`src/rtl/fetch_sequencer_pkg.sv`:
```
// +-----------------------------------------------------------------------------+
// | fetch_sequencer_pkg                                                         |
// | Shared state encoding, default halt word and helpers for fetch_sequencer.   |
// | Revision: 1.0                                                               |
// +-----------------------------------------------------------------------------+
`default_nettype none

package fetch_sequencer_pkg;

    typedef enum logic [1:0] {
        FSEQ_IDLE  = 2'd0,
        FSEQ_FETCH = 2'd1,
        FSEQ_EXEC  = 2'd2,
        FSEQ_HALT  = 2'd3
    } fseq_state_t;

    // ebreak encoding
    localparam logic [31:0] c_halt_word_default = 32'h0010_0073;
    localparam int          c_cnt_w_default     = 16;

    function automatic logic is_misaligned(input logic [31:0] addr);
        return addr[1:0] != 2'b00;
    endfunction

endpackage

`default_nettype wire

```
`src/rtl/fetch_sequencer_if.sv`:
```
// +-----------------------------------------------------------------------------+
// | fetch_sequencer_if                                                          |
// | Control/datapath bundle between fetch_sequencer (slave) and its host.       |
// | Revision: 1.0                                                               |
// +-----------------------------------------------------------------------------+
`default_nettype none

interface fetch_sequencer_if
    import fetch_sequencer_pkg::*;
#(
    parameter int CNT_W = c_cnt_w_default
);
    logic              start;
    logic [31:0]       entry;
    logic [31:0]       ins;
    logic [31:0]       PCp4;
    logic              stall;
    logic              branch_taken;
    logic [31:0]       branch_target;
    logic              jump;
    logic [31:0]       jump_target;
    logic [31:0]       PCin;
    logic              fetch_en;
    logic              exec_en;
    logic              halted;
    logic              err;
    logic [CNT_W-1:0]  icount;

    modport master (
        output start, entry, ins, PCp4, stall, branch_taken, branch_target,
               jump, jump_target,
        input  PCin, fetch_en, exec_en, halted, err, icount
    );

    modport slave (
        input  start, entry, ins, PCp4, stall, branch_taken, branch_target,
               jump, jump_target,
        output PCin, fetch_en, exec_en, halted, err, icount
    );

endinterface

`default_nettype wire

```
`src/rtl/fseq_next_pc.sv`:
```
// +-----------------------------------------------------------------------------+
// | fseq_next_pc                                                                |
// | Next-PC priority mux (jump > branch > PC+4) with misalignment flag.         |
// | Revision: 1.0                                                               |
// +-----------------------------------------------------------------------------+
`default_nettype none

module fseq_next_pc
    import fetch_sequencer_pkg::*;
(
    input  wire logic        i_jump,
    input  wire logic [31:0] i_jump_target,
    input  wire logic        i_branch_taken,
    input  wire logic [31:0] i_branch_target,
    input  wire logic [31:0] i_pcp4,
    output logic      [31:0] o_next_pc,
    output logic             o_misaligned
);

    always_comb begin
        o_next_pc = i_pcp4;
        if (i_jump) begin
            o_next_pc = i_jump_target;
        end else if (i_branch_taken) begin
            o_next_pc = i_branch_target;
        end
        o_misaligned = is_misaligned(o_next_pc);
    end

endmodule

`default_nettype wire

```
`src/rtl/fetch_sequencer.sv`:
```
// +-----------------------------------------------------------------------------+
// | fetch_sequencer                                                             |
// | FSM owning the PC, fetch/exec strobes and retired-instruction counter.      |
// | Optional macro: FSEQ_ICOUNT_LIMIT_EN halts after MAX_INSTR retirements.     |
// | Revision: 1.0                                                               |
// +-----------------------------------------------------------------------------+
`default_nettype none

module fetch_sequencer
    import fetch_sequencer_pkg::*;
#(
    parameter logic [31:0] HALT_WORD = c_halt_word_default,
    parameter int          CNT_W     = c_cnt_w_default,
    parameter int          MAX_INSTR = 11
) (
    input  wire logic         clk,
    input  wire logic         reset,
    fetch_sequencer_if.slave  bus
);

    fseq_state_t      r_state;
    logic [31:0]      r_pc;
    logic             r_fetch_en;
    logic             r_exec_en;
    logic             r_halted;
    logic             r_err;
    logic [CNT_W-1:0] r_icount;

    logic [31:0]      w_next_pc;
    logic             w_misaligned;
    logic [CNT_W-1:0] w_icount_inc;

    assign w_icount_inc = r_icount + CNT_W'(1);

`ifndef FSEQ_ICOUNT_LIMIT_EN
    localparam int c_unused_max_instr = MAX_INSTR;
`endif

    fseq_next_pc u_next_pc (
        .i_jump          (bus.jump),
        .i_jump_target   (bus.jump_target),
        .i_branch_taken  (bus.branch_taken),
        .i_branch_target (bus.branch_target),
        .i_pcp4          (bus.PCp4),
        .o_next_pc       (w_next_pc),
        .o_misaligned    (w_misaligned)
    );

    always_ff @(posedge clk or posedge reset) begin
        if (reset) begin
            r_state    <= FSEQ_IDLE;
            r_pc       <= 32'd0;
            r_fetch_en <= 1'b0;
            r_exec_en  <= 1'b0;
            r_halted   <= 1'b0;
            r_err      <= 1'b0;
            r_icount   <= '0;
        end else begin
            case (r_state)
                FSEQ_IDLE: begin
                    if (bus.start) begin
                        r_pc       <= bus.entry;
                        r_fetch_en <= 1'b1;
                        r_state    <= FSEQ_FETCH;
                    end
                end
                FSEQ_FETCH: begin
                    r_fetch_en <= 1'b0;
                    r_exec_en  <= 1'b1;
                    r_state    <= FSEQ_EXEC;
                end
                FSEQ_EXEC: begin
                    // Halt word outranks stall so a stalled ebreak still stops.
                    if (bus.ins == HALT_WORD) begin
                        r_exec_en <= 1'b0;
                        r_halted  <= 1'b1;
                        r_state   <= FSEQ_HALT;
                    end else if (!bus.stall) begin
                        r_exec_en <= 1'b0;
                        if (w_misaligned) begin
                            r_halted <= 1'b1;
                            r_err    <= 1'b1;
                            r_state  <= FSEQ_HALT;
                        end else begin
                            r_pc     <= w_next_pc;
                            r_icount <= w_icount_inc;
`ifdef FSEQ_ICOUNT_LIMIT_EN
                            if (w_icount_inc == CNT_W'(MAX_INSTR)) begin
                                r_halted <= 1'b1;
                                r_state  <= FSEQ_HALT;
                            end else begin
                                r_fetch_en <= 1'b1;
                                r_state    <= FSEQ_FETCH;
                            end
`else
                            r_fetch_en <= 1'b1;
                            r_state    <= FSEQ_FETCH;
`endif
                        end
                    end
                end
                FSEQ_HALT: begin
                    if (bus.start) begin
                        r_pc       <= bus.entry;
                        r_icount   <= '0;
                        r_err      <= 1'b0;
                        r_halted   <= 1'b0;
                        r_fetch_en <= 1'b1;
                        r_state    <= FSEQ_FETCH;
                    end
                end
            endcase
        end
    end

    assign bus.PCin     = r_pc;
    assign bus.fetch_en = r_fetch_en;
    assign bus.exec_en  = r_exec_en;
    assign bus.halted   = r_halted;
    assign bus.err      = r_err;
    assign bus.icount   = r_icount;

endmodule

`default_nettype wire

```
`src/flat_wrapper.sv`:
```
// flat-port wrapper written by rule: the top's interface ports become plain ports
module fetch_sequencer_flat import fetch_sequencer_pkg::*;
#(
    parameter logic [31:0] HALT_WORD = c_halt_word_default,
    parameter int          CNT_W     = c_cnt_w_default,
    parameter int          MAX_INSTR = 11
)
  (clk, reset, bus_start, bus_entry, bus_ins, bus_PCp4, bus_stall, bus_branch_taken, bus_branch_target, bus_jump, bus_jump_target, bus_PCin, bus_fetch_en, bus_exec_en, bus_halted, bus_err, bus_icount);
  fetch_sequencer_if #(.CNT_W(CNT_W)) bus_i ();
  input  wire logic clk;
  input  wire logic reset;
  input wire logic [$bits(bus_i.start)-1:0] bus_start;
  input wire logic [$bits(bus_i.entry)-1:0] bus_entry;
  input wire logic [$bits(bus_i.ins)-1:0] bus_ins;
  input wire logic [$bits(bus_i.PCp4)-1:0] bus_PCp4;
  input wire logic [$bits(bus_i.stall)-1:0] bus_stall;
  input wire logic [$bits(bus_i.branch_taken)-1:0] bus_branch_taken;
  input wire logic [$bits(bus_i.branch_target)-1:0] bus_branch_target;
  input wire logic [$bits(bus_i.jump)-1:0] bus_jump;
  input wire logic [$bits(bus_i.jump_target)-1:0] bus_jump_target;
  output wire logic [$bits(bus_i.PCin)-1:0] bus_PCin;
  output wire logic [$bits(bus_i.fetch_en)-1:0] bus_fetch_en;
  output wire logic [$bits(bus_i.exec_en)-1:0] bus_exec_en;
  output wire logic [$bits(bus_i.halted)-1:0] bus_halted;
  output wire logic [$bits(bus_i.err)-1:0] bus_err;
  output wire logic [$bits(bus_i.icount)-1:0] bus_icount;
  assign bus_i.start = bus_start;
  assign bus_i.entry = bus_entry;
  assign bus_i.ins = bus_ins;
  assign bus_i.PCp4 = bus_PCp4;
  assign bus_i.stall = bus_stall;
  assign bus_i.branch_taken = bus_branch_taken;
  assign bus_i.branch_target = bus_branch_target;
  assign bus_i.jump = bus_jump;
  assign bus_i.jump_target = bus_jump_target;
  assign bus_PCin = bus_i.PCin;
  assign bus_fetch_en = bus_i.fetch_en;
  assign bus_exec_en = bus_i.exec_en;
  assign bus_halted = bus_i.halted;
  assign bus_err = bus_i.err;
  assign bus_icount = bus_i.icount;
  fetch_sequencer #(.HALT_WORD(HALT_WORD), .CNT_W(CNT_W), .MAX_INSTR(MAX_INSTR)) u_core (.clk(clk), .reset(reset), .bus(bus_i));
endmodule
```
`config.mk`:
```
export PLATFORM = sky130hd
export DESIGN_NAME = fetch_sequencer_flat
export DESIGN_NICKNAME = d
export VERILOG_FILES = /design/src/rtl/fetch_sequencer_pkg.sv /design/src/rtl/fetch_sequencer_if.sv /design/src/rtl/fseq_next_pc.sv /design/src/rtl/fetch_sequencer.sv /design/src/flat_wrapper.sv
export SDC_FILE = /design/constraint.sdc
export NUM_CORES = 1
export LEC_CHECK = 0
export CAP_MARGIN = 20
export CORE_MARGIN = 2
export CORE_UTILIZATION = 35
export DETAILED_ROUTE_END_ITERATION = 16
export GPL_TIMING_DRIVEN = 0
export PLACE_DENSITY = 0.81
export SETUP_SLACK_MARGIN = 0.15
export SYNTH_ARGS = -nofsm -noshare
export SYNTH_HDL_FRONTEND = slang
export SYNTH_SLANG_ARGS = --single-unit
```
`constraint.sdc`:
```
create_clock -name clk -period 1.9 [get_ports clk]
set_clock_uncertainty 0.1 [all_clocks]
set_input_delay 0.38 -clock clk [delete_from_list [all_inputs] [get_ports clk]]
set_output_delay 0.38 -clock clk [all_outputs]
set_load 0.02 [all_outputs]
```
After elaboration in Yosys (flattened, before gate mapping):

Index checks and enable logic that the tools add are counted.

* bits in registers: 54
* output and inout port bits: 52
* logic and storage cells: 65

* add/sub/neg operators: 1
* eq/ne operators: 12
* mux-type cells: 32
* reductions and logical operators: 13

Operators with widths (count)
* 32-bit two-way mux: 6
* 16-bit two-way mux: 4
* 32-bit case mux with 2 select lines: 1
* 32-bit by 21-bit == test with 1-bit output (second input constant): 1
* 16-bit case mux with 2 select lines: 1
* 16-bit by 1-bit adder with 16-bit output (second input constant): 1
* 5-bit AND reduction: 3
* 1-bit two-way mux: 11
* 2-bit inequality test (second input constant): 5
* 2-bit two-way mux: 4
* 4-bit AND reduction: 2
* 2-bit nonzero test: 4
* 3-bit by 2-bit inequality test with 1-bit output (second input constant): 2
* 1-bit case mux with 2 select lines: 3
* 2-bit case mux with 3 select lines: 1
* 2-bit == test (second input constant): 2
* 2-bit AND reduction: 2
* 1-bit case mux with 3 select lines: 1
* 2-bit by 1-bit == test with 1-bit output (second input constant): 1
* 2-bit zero test: 1
* 2-bit by 1-bit inequality test with 1-bit output (second input constant): 1
* 2-bit OR reduction: 1

Longest topological paths before layout:

* depth in word-level cells: 7
* gate-level depth with buffers: 8

By module:

Synthesis repeated with hierarchy kept, for this count alone.

* cells, all modules: 363
* area total of the unflattened synthesis: 3717.3 um2

By module, submodules not included
* fetch_sequencer: times used 1, cells an instance 255, area an instance 3020.4 um2, seq. area each 1351.3 um2
* fseq_next_pc: times used 1, cells an instance 108, area an instance 696.9 um2, seq. area each 0.0 um2

Least setup slack after synthesis:

No wires, ideal clock.

* kind: input port to flip-flop
* start point: input bus_branch_taken
* end point: register u_core.r_pc[0] (netlist: u_core.bus.PCin[0])
* setup time: 0.128 ns
* data arrival time: 2.067 ns
* required time: 1.672 ns
* path slack: -0.395 ns
* cell stages on the path: 7
* cell sequence: clkbuf_1 > mux2_2 > o21ai_1 > o211ai_2 > o31ai_4 > buf_4 > mux2_1

* longest elaborated chain between the ends: 6
* elaborated cells between the ends (all ways): 9

Ends and longest elaborated chain
* from (decl): line flat_wrapper.sv:17 `input wire logic [$bits(bus_i.branch_taken)-1:0] bus_branch_taken;`
* 32-bit two-way mux (*): line fseq_next_pc.sv:24 `end else if (i_branch_taken) begin`
* 32-bit two-way mux (*): line fseq_next_pc.sv:22 `if (i_jump) begin`
* 32-bit two-way mux: line fetch_sequencer.sv:80 `if (w_misaligned) begin`
* 32-bit two-way mux: line fetch_sequencer.sv:78 `end else if (!bus.stall) begin`
* 32-bit two-way mux: line fetch_sequencer.sv:74 `if (bus.ins == HALT_WORD) begin`
* 32-bit case mux with 2 select lines: line fetch_sequencer.sv:59 `case (r_state)`
* to (signal assigned): line fetch_sequencer.sv:62 `r_pc <= bus.entry;`
* to (signal assigned): line fetch_sequencer.sv:85 `r_pc <= w_next_pc;`
* to (signal assigned): line fetch_sequencer.sv:104 `r_pc <= bus.entry;`
* to (decl): line fetch_sequencer.sv:22 `logic [31:0] r_pc;`

Every way passes the cells marked *; elsewhere a longest branch is shown, timed or not. The select of a mux whose other input is x is not followed.
A chain may end at the register's enable or synchronous reset.

Worst setup path in the final report:

* start point: register u_core.r_state[0]
* end point: register u_core.r_pc[14] (netlist: u_core.bus.PCin[14])

* longest elaborated chain between the ends: 4
* elaborated cells between the ends (all ways): 11

Ends and longest elaborated chain
* from (decl): line fetch_sequencer.sv:21 `fseq_state_t r_state;`
* from (signal assigned): line fetch_sequencer.sv:51 `r_state <= FSEQ_IDLE;`
* from (signal assigned): line fetch_sequencer.sv:64 `r_state <= FSEQ_FETCH;`
* from (signal assigned): line fetch_sequencer.sv:70 `r_state <= FSEQ_EXEC;`
* 2-bit == test or 2-bit zero test (tied branches): line fetch_sequencer.sv:59
* 2-bit OR reduction (no line)
* 2-bit by 1-bit inequality test with 1-bit output (no line) or 2-bit nonzero test (tied branches)
* 5-bit AND reduction (no line)

Parallel ways exist; a longest one is shown, timed or not.

==> metrics.cfg <==
[synth]
syn_inst = 412
synth_top_family_by_area = compound AO/OA/AOI/OAI gates
ys_seq_elements = 54
synth_adder_area_share_pct = 1.38
syn_area_um2 = 3640
synth_nets = 582
synth_compound_area_share_pct = 20.2
synth_area_per_cell_um2 = 8.83
synthDistinctLibCells = 42
ys_warn_count = 0
synthSimpleGateAreaFrac_pct = 17.2
yosys-mux-area-fraction_pct = 19.9
synth-seq-area-share_pct = 37.1
synthXorXnorAreaFrac_pct = 0

[routing]
first_iter_violations = 189
vias = 4411
drc = 0
viasPerCell = 5.42
wirelength_um = 15200
drtPass1Iterations = 5
detail_route.wl_per_cell_um = 18.6
ant_nets = 0

[grt]
busiest_layer = met2
grt.met2_usage_pct = 42.2
grt_first_pass_wirelength_um = 20600
grt_use_met1_pct = 26.6
first_global_vias = 4232
grt_max_degree = 36
grtUsageMet3_pct = 4.17
grt_util_all_layers_pct = 22.7
grt_overflow = 0
antenna_found_initial = 0

[worst_setup_path]
worstPathCellList = inv_2, ha_4, buf_8, nand3_2, o31ai_4, buf_6, buf_12, mux2_1
r2r_start = u_core.r_state[0]
endpoint_kind = register
path_max_fanout = 10
critical_path.top_delay_family = buffers and inverters
cp-start-kind = register
slowest_stage = dfrtp_1
cpPeakStageDelay_ns = 0.39
cp.required_ns = 1.99
r2r_cells = 8
crit_buf_inv = 4
r2r_slack_ns = -0.09
r2r-end = u_core.bus.PCin[14]
setup.worst_path.class = register to register
arrival_ns = 2.09

[timing]
hold_violations = 0
fin_crit_ns = 1.99
setup_tns_ns = -1.78
post-route-worst-setup-slack_ns = -0.0946
rsz0062_at_grt = yes
slew_headroom_pct = 67.6
slew_violations = 0
fmax_mhz = 501
worst-slew-pin-transition_ns = 0.484
setup_viol = 29
finalCritPeriodShare_pct = 105

[placement]
pre_cts_ws_ns = -0.966
portBuffers = 216
finalWeightedCongestion = 0.853
hpwl_um = 10000
postPlaceCellArea_um2 = 6060

[worst_hold_path]
holdCritPathClass = primary input to async pin

[cells_and_area]
areaGrowthSynthToFinish_pct = 97.7
utilization_pct = 70.3
drive_above_1_share_pct = 28.9
final_area_um2 = 7190
nNetsFinal = 847
final_common_cell = clkdlybuf4s50_1
fill_cells = 720
antenna_cells = 0
final_cell_mix = clkdlybuf4s50_1 (124), dlygate4sd2_1 (52), dfrtp_1 (48), nand2_1 (42)

[cts]
cts-htree-levels = 2
clk_pin_slew_worst_paths_ns = 0.11
cts.path.max_buffers = 2
cts_tree = yes
clock_sinks = 54
ctsRootBufferMaster = clkbuf_8
clk_latency_ns = 0.32
numCtsBuffers = 5

[die]
std_cell_rows = 37
ios = 218
die-area_um2 = 11200
dieHeight_um = 106
die_w_um = 106
start_util_pct = 35.6
core_um2 = 10200

[power_and_ir_drop]
p_per_area_nw_per_um2 = 1180
ir_drop_uv = 637
leakagePower_nw = 3.19
total_power_mw = 8.48

[run_status]
violations = negative setup slack
outcome = complete, but fails checks

[flow_run]
cap_violations = 0

==> worst reg2reg max path, delay by kind of cell (launching register included) <==
kind / cells / cell delay [ns]
and+or+nand+nor: 1 / 0.12
DFF: 1 / 0.39
AOI/OAI and AO/OA: 1 / 0.10
buffers and inverters: 4 / 0.53
muxes: 1 / 0.32
adders and majority gates: 1 / 0.31
==> per-layer routing <==
metal	share of wire, %	routed length, um
met1	39	5840
met2	52	7910
met3	7.0	1060
met4	2.4	358
met5	0	0
==> state kept, by name, summed over array words and instances (netlist names) <==
signal               cells
u_core.bus.PCin         32
u_core.bus.icount       16
u_core.r_state           2
u_core.bus.err           1
u_core.bus.exec_en       1
u_core.bus.fetch_en      1
u_core.bus.halted        1
==> layout make-up <==
cell class              count  area [um^2]  area share, %
plain buffers              28          241           3.36
clock buffers               5         68.8          0.957
clock inverters             3         40.0          0.557
inverters                   8         38.8          0.539
multi-input cells         322         2880           40.0
flip-flops and latches     54         1360           18.9
well taps                 136          170           2.37
repair buffers            258         2400           33.4
==> synthesized netlist by cell type <==
cell | count | share of area (%)
a311oi_1 | 1 | 0.24
nor2b_1 | 3 | 0.52
mux2_2 | 1 | 0.31
nand2_1 | 45 | 4.6
mux2_1 | 34 | 11
nand4_1 | 7 | 1.2
nand2b_1 | 4 | 0.69
buf_2 | 4 | 0.55
o2bb2ai_1 | 12 | 2.9
a31oi_1 | 12 | 2.1
o31a_1 | 3 | 0.72
o31ai_4 | 1 | 0.58
o21ai_0 | 35 | 4.8
nor3b_1 | 2 | 0.41
ha_1 | 4 | 1.4
clkbuf_1 | 20 | 2.1
o211ai_1 | 2 | 0.41
nor4bb_1 | 2 | 0.55
mux2i_1 | 33 | 9.1
nor4b_1 | 2 | 0.48
buf_4 | 3 | 0.62
o22ai_1 | 1 | 0.17
a21boi_1 | 1 | 0.21
or4_1 | 1 | 0.21
a21o_1 | 1 | 0.21
and2_1 | 4 | 0.69
a21oi_1 | 36 | 5.0
dfrtp_1 | 54 | 37
inv_1 | 8 | 0.83
or2_1 | 1 | 0.17
o21ai_1 | 4 | 0.55
nor3_1 | 5 | 0.69
o211a_1 | 1 | 0.28
nand3_1 | 7 | 0.96
and4_1 | 3 | 0.72
o21a_1 | 6 | 1.2
a211oi_2 | 1 | 0.34
nor4_1 | 9 | 1.5
o211ai_2 | 1 | 0.34
buf_1 | 1 | 0.10
nor2_1 | 36 | 3.7
o31ai_1 | 1 | 0.21
==> cells by family after synthesis <==
kind of cell / count (synthesis)
buffers and inverters: 36
multiplexers: 68
AND/OR/NAND/NOR: 131
AO/OA/AOI/OAI: 119
flip-flops: 54
adder cells (fa/ha/maj): 4
==> through the flow <==
step / hold slack, ns / instances
global route: 0.358 / 814
global placement: 0.366 / 764
detailed placement: 0.375 / 765
finish: 0.337 / 814
CTS: 0.341 / 783
floorplan: 0.348 / 412
==> worst max-delay path by stage <==
stage | start | end | cells after the start | slack (ns)
floorplan | bus_branch_taken | u_core.bus.PCin[0] | 7 | -0.33
global placement | bus_jump | u_core.bus.PCin[13] | 7 | -0.95
detailed placement | bus_jump | u_core.bus.PCin[28] | 7 | -0.97
CTS | u_core.r_state[0] | u_core.bus.PCin[24] | 8 | -0.11
global route | u_core.r_state[0] | u_core.bus.PCin[14] | 8 | -0.12
finish | u_core.r_state[0] | u_core.bus.PCin[14] | 8 | -0.09
==> timing repair <==
action / CTS / global route
setup buffers: 9 / 27
endpoints found under the setup margin: 106 / 55
pin swaps: 14 / 40
gates cloned: 1 / 4
hold buffers: 0 / 0
hold endpoints to repair: 0 / 0
resized for setup: 174 / 165
==> power by group <==
group | total, mW | switching [mW] | internal, mW | leakage [nW]
registers | 1.93 | 0.316 | 1.61 | 0.667
logic | 5.76 | 2.94 | 2.82 | 2.46
clock network | 0.785 | 0.396 | 0.389 | 0.0579
Power figures use the tool's default switching activity.
==> RTL edit: new RTL, same flow settings <==
The option `FSEQ_ICOUNT_LIMIT_EN` is turned on by a define.
--- a/src/rtl/fetch_sequencer.sv
+++ b/src/rtl/fetch_sequencer.sv
@@ -5,6 +5,8 @@
 // | Revision: 1.0                                                               |
 // +-----------------------------------------------------------------------------+
 `default_nettype none
+
+`define FSEQ_ICOUNT_LIMIT_EN
 
 module fetch_sequencer
     import fetch_sequencer_pkg::*;
Function: no difference found for any inputs over 10 cycles, from zero or initial values and one cycle with reset high; that may be too few to reach the edited logic, so the function may still have changed.
==> RTL edit against the unedited design <==
The flow still finishes with violations (setup timing). Via count increased by 7.2%. Cell area decreased by 0.66%. Sequential cell count stayed put. Worst setup slack worse by 0.45 ns. First-iteration DRC count rose by 23%. Wire length rose by 2.2%. Count of clock-buffer cells in the layout is 1 higher. Area after synthesis fell by 0.89%. Total power rose by 14%. Largest power group unchanged. Highest routed layer unchanged.
==> RTL edit: results (changes against the unedited design) <==
- Async SR Flop Fraction: 1.00 (unchanged)
- Slowest-stage cell, CP: dfrtp_2
- Layout net count: 906 (+7.0%)
- Setup Buffers After CTS: 17 (+8)
- Compound-gate portion of the synthesized area: 0.236 (+0.0334)
- Maximum vdd drop: 1.04 mV (+63%)
- Worst EP arrival: 2.54 ns (+0.45 ns)
- Multi-input gate area: 0.00265 sq mm (-7.7%)
- Synth Area in XOR/XNOR: 0.0121 (+0.0121)
- DR vias/cell: 5.42 (about the same)
- WHS: 0.334 ns (-0.00271 ns)
- Setup_tns: -2.43 ns (-0.646 ns)
- 1st-iter DRT viols: 232 (+23%)
- Final RePlAce weighted congestion: 0.927 (+8.6%)
- Layout cells sized above 1: 0.285 (-0.00376)
- Status: finished, violations left
- Hold crit path type: primary input to asynchronous set/reset pin
- Lkg Pwr: 0.00325 uW (+1.8%)
- DR WL/cell: 17.8 microns (-4.6%)
- Post-synthesis adder-cell area fraction: 0.0173 (+0.00359)
- Max FO, Critical Path: 8 (-2)
- Largest net degree at the start of global routing: 35 (-2.8%)
- Post-DP HPWL: 10,500 microns (+4.4%)
- Post-DP Area: 0.00608 sq mm (+0.41%)
- Initial antenna violation count: 0 (unchanged)
- Worst r2r src: u_core.bus.icount[1]$_DFFE_PP0P_
- Global Route Usage Sum: 0.257 (+0.0302)
- Slew HR: 0.535 (-0.141)
- CP max stage delay: 0.41 ns (+0.02 ns)
- Insertion delay to the later sink of the worst-skew pair: 0.31 ns
- Wire length of the first global-routing pass: 23,100 microns (+12%)
- Failing checks: setup timing
- Final setup vio count: 30 (+3.4%)
- Dpl cells: 819 (+7.1%)
- IO buf count: 215 (-0.46%)
- Synth unique cells: 41 (-2.4%)
- Gr ovfl total: 0 (unchanged)
- Syn nets: 638 (+9.6%)
- Post-CTS resize count: 214 (+23%)
- Filler Cell Count: 761 (+5.7%)
- Reg-to-reg setup timing slack: -0.55 ns (-0.45 ns)
- R2R Path End: u_core.bus.fetch_en$_DFFE_PP0P_
- Worst setup path end: u_core.bus.fetch_en$_DFFE_PP0P_
- Syn avg cell area: 7.72 sq um (-13%)
- Final WS setup: -0.546 ns (-0.452 ns)
- Commonest cells in the netlist: 77 x nor2_1, 68 x a21oi_1, 57 x o21ai_0
- Vias in the first global route: 4,682 (+11%)
- CTS Buf Count: 5 (unchanged)
- NetSw: 4550 uW (+24%)
- DP Worst Slack: -1.08 ns (-0.114 ns)
- Crit path from: u_core.bus.icount[1]$_DFFE_PP0P_
- Register area share after synthesis: 0.375 (+0.00335)
- Commonest non-fill, non-tap cell in the layout: clkdlybuf4s50_1
- Finished Layout Cells: 872 (+7.1%)
- Area contributors post-synth: dfrtp_1 37%, mux2i_1 9.7%, a21oi_1 9.4%, nor2_1 8.0%, o21ai_0 7.9%
- Post-synthesis mux area share: 0.103 (-0.0957)
==> RTL edit: layout make-up <==
class	count	area share
multi-input cells	369	0.371
repair buffers	262	0.348
flip-flops and latches	54	0.190
plain buffers	34	0.0478
well taps	136	0.0238
clock buffers	6	0.0116
inverters	9	0.00525
clock inverters	2	0.00228
==> RTL edit: critical path, delay by kind of cell (launching register included) <==
kind / cells / cell delay [ns]
buf+inv: 1 / 0.16
mux: 1 / 0.12
compound gates: 3 / 0.68
flops: 1 / 0.41
simple gates: 3 / 0.86
==> RTL edit: power groups by stage <==
stage	logic (uW)	registers, uW	clock network (uW)
3_3_place_gp	4630	1880	0
6_report	7060	1920	711
5_1_grt	7570	1960	778
3_5_place_dp	4730	1900	0
2_1_floorplan	2370	2330	0
4_1_cts	6230	1890	729
==> RTL edit: routing by layer <==
layer	share of wire	wire, microns	GRT usage
met1	0.37	5740	0.298
met2	0.52	8130	0.463
met3	0.082	1270	0.0674
met4	0.023	358	0.0780
met5	0	0	0
